<file path="config.mk">
export PLATFORM = sky130hd
export DESIGN_NAME = psum_bram_rmw_mux_flat
export DESIGN_NICKNAME = d
export VERILOG_FILES = /design/src/rtl/psum_bram_rmw_mux_if.sv /design/src/rtl/psum_bram_rmw_mux.sv /design/src/flat_wrapper.sv
export SDC_FILE = /design/constraint.sdc
export NUM_CORES = 1
export LEC_CHECK = 0
export CAP_MARGIN = 20
export CORE_AREA = 2 2 157 159
export DETAILED_ROUTE_END_ITERATION = 16
export DIE_AREA = 0 0 159 161
export PLACE_DENSITY = 0.75
export SKIP_LAST_GASP = 1
export SLEW_MARGIN = 25
export SYNTH_ARGS = -nofsm -noshare
export SYNTH_HDL_FRONTEND = slang
export SYNTH_SLANG_ARGS = --single-unit
</file>
<file path="constraint.sdc">
create_clock -name clk -period 3.3 [get_ports clk]
set_clock_uncertainty 0.1 [all_clocks]
set_input_delay 0.495 -clock clk [delete_from_list [all_inputs] [get_ports clk]]
set_output_delay 0.495 -clock clk [all_outputs]
set_load 0.02 [all_outputs]
</file>
<file path="src/rtl/psum_bram_rmw_mux_if.sv">
// psum_bram_rmw_mux_if: host BRAM-controller port plus the accelerator psum
// write channels of psum_bram_rmw_mux, bundled as one interface.
// master = host / PE-array side, slave = the mux.
interface psum_bram_rmw_mux_if #(
    parameter int ADDR_WIDTH = 32,
    parameter int DATA_WIDTH = 32,
    parameter int NUM_BYTE   = 4,
    parameter int NUM_CH     = 2
);
    // Host (AXI BRAM-controller) side
    logic [ADDR_WIDTH-1:0]        bram_addr_a;
    logic [DATA_WIDTH-1:0]        bram_wrdata_a;
    logic [DATA_WIDTH-1:0]        bram_rddata_a;
    logic                         bram_en_a;
    logic [NUM_BYTE-1:0]          bram_we_a;

    // Accelerator psum writers, channel c at slice c
    logic [NUM_CH*ADDR_WIDTH-1:0] acc_addr;
    logic [NUM_CH*DATA_WIDTH-1:0] acc_dat;
    logic [NUM_CH-1:0]            acc_valid;
    logic [NUM_CH-1:0]            acc_ready;

    modport master (
        output bram_addr_a, bram_wrdata_a, bram_en_a, bram_we_a,
        output acc_addr, acc_dat, acc_valid,
        input  bram_rddata_a, acc_ready
    );

    modport slave (
        input  bram_addr_a, bram_wrdata_a, bram_en_a, bram_we_a,
        input  acc_addr, acc_dat, acc_valid,
        output bram_rddata_a, acc_ready
    );
endinterface

</file>
<file path="src/rtl/psum_bram_rmw_mux.sv">
// psum_bram_rmw_mux: arbitrates a single-port psum BRAM between the host
// BRAM-controller port and NUM_CH accelerator psum writers. Accelerator
// writes are round-robin granted and either accumulate into the stored word
// (read-modify-write) or overwrite it. Ownership changes only between ops.
// Optional feature macro: PSUM_SATURATE_EN (signed-saturating accumulate
// with a sticky overflow flag in status bit2).
module psum_bram_rmw_mux #(
    parameter int ADDR_WIDTH = 32,
    parameter int DATA_WIDTH = 32,
    parameter int NUM_BYTE   = 4,
    parameter int NUM_CH     = 2,
    parameter int RD_LATENCY = 1,
    parameter int REG_WIDTH  = 32
) (
    input  logic                  clk,
    input  logic                  rst_n,
    input  logic [REG_WIDTH-1:0]  i_conf_ctrl,
    output logic [REG_WIDTH-1:0]  o_conf_status,
    psum_bram_rmw_mux_if.slave    bus,
    output logic [ADDR_WIDTH-1:0] addra,
    output logic [DATA_WIDTH-1:0] dina,
    input  logic [DATA_WIDTH-1:0] douta,
    output logic                  ena,
    output logic [NUM_BYTE-1:0]   wea
);

    localparam int PTR_W = (NUM_CH > 1) ? $clog2(NUM_CH) : 1;

    typedef enum logic [2:0] {
        S_HOST,
        S_ACC_IDLE,
        S_RD,
        S_WAIT,
        S_WR
    } state_t;

    state_t                state_q;
    logic [PTR_W-1:0]      rr_ptr_q;
    logic [DATA_WIDTH-1:0] dat_q;
    logic [1:0]            wait_q;
    logic                  ctrl0_q;
    logic [15:0]           op_cnt_q;
    logic                  ovf_q;

    // Registered BRAM-side drive used whenever the accelerator owns the port
    logic                  ena_q;
    logic [NUM_BYTE-1:0]   wea_q;
    logic [ADDR_WIDTH-1:0] addra_q;
    logic [DATA_WIDTH-1:0] dina_q;

    // Grant decision for the current cycle
    logic                  gnt_found_d;
    logic [NUM_CH-1:0]     gnt_onehot_d;
    logic [ADDR_WIDTH-1:0] gnt_addr_d;
    logic [DATA_WIDTH-1:0] gnt_dat_d;
    logic [PTR_W-1:0]      rr_ptr_d;
    int unsigned           cand;

    // Accumulate result and overflow indication
    logic [DATA_WIDTH-1:0] sum_wrap;
    logic [DATA_WIDTH-1:0] sum_d;
    logic                  ovf_d;

    logic                  acc_on;
    logic                  ovw_mode;
    logic                  cnt_clr;
    logic                  busy;
    logic                  grant;
    logic                  ctrl_unused;

    assign acc_on      = i_conf_ctrl[0];
    assign ovw_mode    = i_conf_ctrl[1];
    assign cnt_clr     = acc_on & ~ctrl0_q;
    assign busy        = (state_q == S_RD) || (state_q == S_WAIT) || (state_q == S_WR);
    assign grant       = (state_q == S_ACC_IDLE) && acc_on && gnt_found_d;
    assign ctrl_unused = ^i_conf_ctrl[REG_WIDTH-1:2];

    // Round-robin search: first valid channel at or after the RR pointer
    always_comb begin
        gnt_found_d  = 1'b0;
        gnt_onehot_d = '0;
        gnt_addr_d   = '0;
        gnt_dat_d    = '0;
        rr_ptr_d     = rr_ptr_q;
        cand         = 0;
        for (int unsigned i = 0; i < NUM_CH; i++) begin
            cand = (32'(rr_ptr_q) + i) % NUM_CH;
            for (int unsigned j = 0; j < NUM_CH; j++) begin
                if (!gnt_found_d && (j == cand) && bus.acc_valid[j]) begin
                    gnt_found_d     = 1'b1;
                    gnt_onehot_d[j] = 1'b1;
                    gnt_addr_d      = bus.acc_addr[j*ADDR_WIDTH +: ADDR_WIDTH];
                    gnt_dat_d       = bus.acc_dat[j*DATA_WIDTH +: DATA_WIDTH];
                    rr_ptr_d        = PTR_W'((j + 1) % NUM_CH);
                end
            end
        end
    end

    // Accept pulse goes only to the channel granted this cycle
    always_comb begin
        bus.acc_ready = grant ? gnt_onehot_d : '0;
    end

    // Read-modify-write adder (wrapping, or signed-saturating when enabled)
    always_comb begin
        sum_wrap = douta + dat_q;
        sum_d    = sum_wrap;
        ovf_d    = 1'b0;
`ifdef PSUM_SATURATE_EN
        if (!douta[DATA_WIDTH-1] && !dat_q[DATA_WIDTH-1] && sum_wrap[DATA_WIDTH-1]) begin
            sum_d = {1'b0, {(DATA_WIDTH-1){1'b1}}};
            ovf_d = 1'b1;
        end else if (douta[DATA_WIDTH-1] && dat_q[DATA_WIDTH-1] && !sum_wrap[DATA_WIDTH-1]) begin
            sum_d = {1'b1, {(DATA_WIDTH-1){1'b0}}};
            ovf_d = 1'b1;
        end
`endif
    end

    // Ownership FSM with registered BRAM drive, op counter and overflow flag
    always_ff @(posedge clk or negedge rst_n) begin
        if (!rst_n) begin
            state_q  <= S_HOST;
            rr_ptr_q <= '0;
            dat_q    <= '0;
            wait_q   <= '0;
            ctrl0_q  <= 1'b0;
            op_cnt_q <= '0;
            ovf_q    <= 1'b0;
            ena_q    <= 1'b0;
            wea_q    <= '0;
            addra_q  <= '0;
            dina_q   <= '0;
        end else begin
            ctrl0_q <= acc_on;
            case (state_q)
                S_HOST: begin
                    ena_q <= 1'b0;
                    wea_q <= '0;
                    if (acc_on) begin
                        state_q <= S_ACC_IDLE;
                    end
                end
                S_ACC_IDLE: begin
                    if (!acc_on) begin
                        state_q <= S_HOST;
                    end else if (gnt_found_d) begin
                        dat_q    <= gnt_dat_d;
                        rr_ptr_q <= rr_ptr_d;
                        addra_q  <= gnt_addr_d;
                        ena_q    <= 1'b1;
                        // Overwrite skips the read and writes the channel value directly
                        if (ovw_mode) begin
                            wea_q   <= '1;
                            dina_q  <= gnt_dat_d;
                            state_q <= S_WR;
                        end else begin
                            wea_q   <= '0;
                            state_q <= S_RD;
                        end
                    end
                end
                S_RD: begin
                    ena_q   <= 1'b0;
                    wait_q  <= 2'(RD_LATENCY);
                    state_q <= S_WAIT;
                end
                S_WAIT: begin
                    wait_q <= wait_q - 2'd1;
                    if (wait_q == 2'd1) begin
                        dina_q  <= sum_d;
                        ena_q   <= 1'b1;
                        wea_q   <= '1;
                        state_q <= S_WR;
                        if (ovf_d) begin
                            ovf_q <= 1'b1;
                        end
                    end
                end
                S_WR: begin
                    ena_q   <= 1'b0;
                    wea_q   <= '0;
                    state_q <= S_ACC_IDLE;
                    if (op_cnt_q != 16'hFFFF) begin
                        op_cnt_q <= op_cnt_q + 16'd1;
                    end
                end
                default: begin
                    state_q <= S_HOST;
                end
            endcase
            // A new ownership session restarts the statistics; takes priority
            if (cnt_clr) begin
                op_cnt_q <= '0;
                ovf_q    <= 1'b0;
            end
        end
    end

    // BRAM port: host passthrough in S_HOST, registered accelerator drive otherwise
    always_comb begin
        if (state_q == S_HOST) begin
            addra             = bus.bram_addr_a;
            dina              = bus.bram_wrdata_a;
            ena               = bus.bram_en_a;
            wea               = bus.bram_we_a;
            bus.bram_rddata_a = douta;
        end else begin
            addra             = addra_q;
            dina              = dina_q;
            ena               = ena_q;
            wea               = wea_q;
            bus.bram_rddata_a = '0;
        end
    end

    // Status register: owner, busy, overflow, completed-op count
    always_comb begin
        o_conf_status        = '0;
        o_conf_status[0]     = (state_q != S_HOST);
        o_conf_status[1]     = busy;
        o_conf_status[2]     = ovf_q;
        o_conf_status[31:16] = op_cnt_q;
    end

endmodule

</file>
<file path="src/flat_wrapper.sv">
// flat-port wrapper written by rule: the top's interface ports become plain ports
module psum_bram_rmw_mux_flat 
#(
    parameter int ADDR_WIDTH = 32,
    parameter int DATA_WIDTH = 32,
    parameter int NUM_BYTE   = 4,
    parameter int NUM_CH     = 2,
    parameter int RD_LATENCY = 1,
    parameter int REG_WIDTH  = 32
)
  (clk, rst_n, i_conf_ctrl, o_conf_status, addra, dina, douta, ena, wea, bus_bram_addr_a, bus_bram_wrdata_a, bus_bram_en_a, bus_bram_we_a, bus_acc_addr, bus_acc_dat, bus_acc_valid, bus_bram_rddata_a, bus_acc_ready);
  psum_bram_rmw_mux_if #(.ADDR_WIDTH(ADDR_WIDTH), .DATA_WIDTH(DATA_WIDTH), .NUM_BYTE(NUM_BYTE), .NUM_CH(NUM_CH)) bus_i ();
  input  logic clk;
  input  logic rst_n;
  input  logic [REG_WIDTH-1:0] i_conf_ctrl;
  output logic [REG_WIDTH-1:0] o_conf_status;
  output logic [ADDR_WIDTH-1:0] addra;
  output logic [DATA_WIDTH-1:0] dina;
  input  logic [DATA_WIDTH-1:0] douta;
  output logic ena;
  output logic [NUM_BYTE-1:0] wea;
  input wire logic [$bits(bus_i.bram_addr_a)-1:0] bus_bram_addr_a;
  input wire logic [$bits(bus_i.bram_wrdata_a)-1:0] bus_bram_wrdata_a;
  input wire logic [$bits(bus_i.bram_en_a)-1:0] bus_bram_en_a;
  input wire logic [$bits(bus_i.bram_we_a)-1:0] bus_bram_we_a;
  input wire logic [$bits(bus_i.acc_addr)-1:0] bus_acc_addr;
  input wire logic [$bits(bus_i.acc_dat)-1:0] bus_acc_dat;
  input wire logic [$bits(bus_i.acc_valid)-1:0] bus_acc_valid;
  output wire logic [$bits(bus_i.bram_rddata_a)-1:0] bus_bram_rddata_a;
  output wire logic [$bits(bus_i.acc_ready)-1:0] bus_acc_ready;
  assign bus_i.bram_addr_a = bus_bram_addr_a;
  assign bus_i.bram_wrdata_a = bus_bram_wrdata_a;
  assign bus_i.bram_en_a = bus_bram_en_a;
  assign bus_i.bram_we_a = bus_bram_we_a;
  assign bus_i.acc_addr = bus_acc_addr;
  assign bus_i.acc_dat = bus_acc_dat;
  assign bus_i.acc_valid = bus_acc_valid;
  assign bus_bram_rddata_a = bus_i.bram_rddata_a;
  assign bus_acc_ready = bus_i.acc_ready;
  psum_bram_rmw_mux #(.ADDR_WIDTH(ADDR_WIDTH), .DATA_WIDTH(DATA_WIDTH), .NUM_BYTE(NUM_BYTE), .NUM_CH(NUM_CH), .RD_LATENCY(RD_LATENCY), .REG_WIDTH(REG_WIDTH)) u_core (.clk(clk), .rst_n(rst_n), .i_conf_ctrl(i_conf_ctrl), .o_conf_status(o_conf_status), .bus(bus_i), .addra(addra), .dina(dina), .douta(douta), .ena(ena), .wea(wea));
endmodule
</file>
==> flow_metrics.env <==
export IMPL_slew_viol_final=0
export IMPL_path_clk_slew_ps=60
export IMPL_critPathLaunchType="flop"
export IMPL_synth_cell_types=62
export IMPL_end_kind="output pin"
export IMPL_slowest_stage="clkdlybuf4s50_1"
export IMPL_first_iter_violations=617
export IMPL_final_cell_mix="clkdlybuf4s50_1 (354), nand2_1 (347), dfrtp_1 (121), o21ai_0 (87), a22oi_1 (64)"
export IMPL_grt_setup_unrepaired="false"
export IMPL_grt_usage_pct=23.4
export IMPL_die_w_um=159
export IMPL_utilization_pct=53.8
export IMPL_max_freq_mhz=316
export IMPL_vias_per_cell=5.09
export IMPL_h_tree_depth=4
export IMPL_netlist_top_cells_area="dfrtp_1 (36%), nand2_1 (16%), a22oi_1 (5.8%)"
export IMPL_async_flop_share_pct=100
export IMPL_grt_max_degree=73
export IMPL_std_cell_rows=57
export IMPL_drive_gt1_share_pct=6.12
export IMPL_syn_area_per_cell_sq_um=7.54
export IMPL_critPathMaxFanout=49
export IMPL_syn_to_final_growth_pct=55.4
export IMPL_nNetsFinal=1741
export IMPL_cp_arrival_ps=2570
export IMPL_antenna_found_initial=1
export IMPL_gp_congestion=0.925
export IMPL_setup_tns_ps=0
export IMPL_diodes=0
export IMPL_required_ps=2700
export IMPL_gr_total_overflow=0
export IMPL_placed_area_sq_um=12300
export IMPL_path_buf_inv=3
export IMPL_grt_pass1_wl_mm=47.9
export IMPL_min_period_ps=3170
export IMPL_vdd_drop_max_uv=510
export IMPL_crit_chain="nor3_4 -> buf_6 -> buf_12 -> nand2_1 -> nand2_1 -> clkdlybuf4s50_1"
export IMPL_cap_violations=0
export IMPL_critPathMaxStageDelay_ps=640
export IMPL_root_buffer="clkbuf_16"
export IMPL_ctsHoldBuffers=0
export IMPL_yosys_area_top_type="dfrtp_1"
export IMPL_clock_latency_ps=410
export IMPL_worst_pin_slew_ps=701
export IMPL_timing_final_crit_share_pct=95.9
export IMPL_synth_top_area_share_pct=36.5
export IMPL_cts_made_buffers=17
export IMPL_cts_max_path_buffers=2
export IMPL_synth_edff_count=0
export IMPL_final_common_cell="clkdlybuf4s50_1"
export IMPL_yosysWarnings=0
export IMPL_p_leak_nw=5.86
export IMPL_ys_ff_latch=121
export IMPL_placed_cells=1744
export IMPL_vias=9064
export IMPL_drt_total_wl_mm=30.6
export IMPL_synthCells=1101
export IMPL_layoutNonFillerInstCount=1779
export IMPL_whs_ps=4.58
export IMPL_io_buffers=355
export IMPL_drc_errors=0
export IMPL_synth_flop_cell="dfrtp_1"
export IMPL_io_pins=400
export IMPL_dieArea_sq_um=25600
export IMPL_p_per_area_nw_per_um2=931
export IMPL_crit_type="flop to output pin"
export IMPL_syn_area_sq_um=8300
export IMPL_antenna_left=0
export IMPL_grt_pass1_vias=8922
export IMPL_ff2ff_setup_slack_ps=530
export IMPL_cpMostUsedCell="nand2_1"
export IMPL_die_y_um=161
export IMPL_clock_sinks=121
export IMPL_yosysSeqAreaShare_pct=36.5
export IMPL_core_area_sq_um=24000
export IMPL_dr_pass1_iters=5
export IMPL_setup_violations_final=0
export IMPL_hold_viol=0
export IMPL_final_area_sq_um=12900
export IMPL_max_slew_margin_pct=53.3
export IMPL_dp_hpwl_mm=23.0
export IMPL_avgRoutedWirePerCell_um=17.2
export IMPL_cts_tree="built"
export IMPL_cp_top_family="buffers and inverters"
export IMPL_min_path_type="input pin to async pin"
export IMPL_start_util_pct=34.6
export IMPL_outcome="complete, no violations"
-- through the flow --
stage	setup slack (ps)	total power [W]
6_report	135	0.0120
5_1_grt	20.6	0.0129
4_1_cts	51.2	0.0120
3_5_place_dp	-166	0.0101
3_3_place_gp	-133	0.00998
2_1_floorplan	554	0.00688
-- worst paths after layout --
kind / start / endpoint / depth (start not counted)
max in group asynchronous: rst_n / u_core.wea_q[2]$_DFFE_PN0P_ / 2
setup / recovery: u_core.state_q[0]$_DFFE_PN0P_ / addra[18] / 6
hold / removal: rst_n / u_core.dina_q[30]$_DFFE_PN0P_ / 1
min in group clk: u_core.dina_q[5]$_DFFE_PN0P_ / u_core.dina_q[5]$_DFFE_PN0P_ / 2
setup reg to reg: u_core.dat_q[0]$_DFFE_PN0P_ / u_core.dina_q[28]$_DFFE_PN0P_ / 9
hold reg to reg: u_core.dina_q[5]$_DFFE_PN0P_ / u_core.dina_q[5]$_DFFE_PN0P_ / 2
-- Yosys cell counts (3+ instances only) --
| cell type | count |
|---|---|
| a31oi_1 | 8 |
| inv_1 | 13 |
| buf_2 | 8 |
| a221oi_1 | 3 |
| nand2b_1 | 4 |
| o21ai_0 | 87 |
| nor2_1 | 59 |
| o211ai_1 | 4 |
| and3_1 | 8 |
| a211oi_1 | 4 |
| buf_4 | 15 |
| nor3_1 | 11 |
| nand3_1 | 15 |
| dfrtp_1 | 121 |
| ha_1 | 33 |
| and2_1 | 35 |
| and4_1 | 5 |
| a21o_1 | 16 |
| xor2_1 | 19 |
| o21ai_1 | 5 |
| nand2_1 | 347 |
| a21oi_1 | 63 |
| a22oi_1 | 64 |
| buf_1 | 3 |
| o21bai_1 | 5 |
| nor2b_1 | 4 |
| nand4_1 | 16 |
| clkbuf_1 | 62 |
| xnor2_1 | 23 |
-- final cells by class --
| cell class | instances | area, sq um |
|---|---|---|
| Timing Repair Buffer | 397 | 3910 |
| Inverter | 14 | 52.6 |
| Clock buffer | 20 | 467 |
| Clock inverter | 12 | 115 |
| Multi-Input combinational cell | 891 | 4920 |
| Fill cell | 2251 | 11100 |
| Sequential cell | 121 | 3030 |
| Tap cell | 324 | 405 |
-- kinds of logic after synthesis --
logic type	after synthesis	share of synthesized area, %
and+or+nand+nor	514	26.4
AOI/OAI and AO/OA	283	21.5
DFF	121	36.5
buffers and inverters	102	5.41
xor gates and xnor gates	42	4.43
adders and majority gates	34	5.22
muxes	4	0.513
other	1	0.0452
-- flip-flops by register name, summed over array words and instances, names as in the netlist --
| signal | flops |
|---|---|
| u_core.addra_q | 32 |
| u_core.ctrl0_q | 1 |
| u_core.dat_q | 32 |
| u_core.dina_q | 32 |
| u_core.ena_q | 1 |
| u_core.op_cnt_q | 16 |
| u_core.rr_ptr_q | 1 |
| u_core.state_q | 3 |
| u_core.wait_q | 2 |
| u_core.wea_q | 1 |
-- power breakdown --
group	internal, W	switching (W)
logic	0.00335	0.00431
registers	0.00210	0.000403
clock network	0.00110	0.000728
-- metal layers --
| metal | part of all wire, % | GRT usage (%) | vias up |
|---|---|---|---|
| met3 | 6.0 | 5.29 | 46 |
| met1 | 45 | 31.3 | 4230 |
| met4 | 2.2 | 6.20 | 2 |
| li1 | - | - | 4438 |
| met2 | 47 | 38.4 | 348 |
| met5 | 0.052 | 0 | - |
-- repair_timing --
| item | CTS | global route |
|---|---|---|
| resized for setup | 0 | 2 |
| endpoints found under the setup margin | 0 | 22 |
| buffers inserted | 0 | 2 |
No activity file was read; power rests on OpenSTA's default activity.
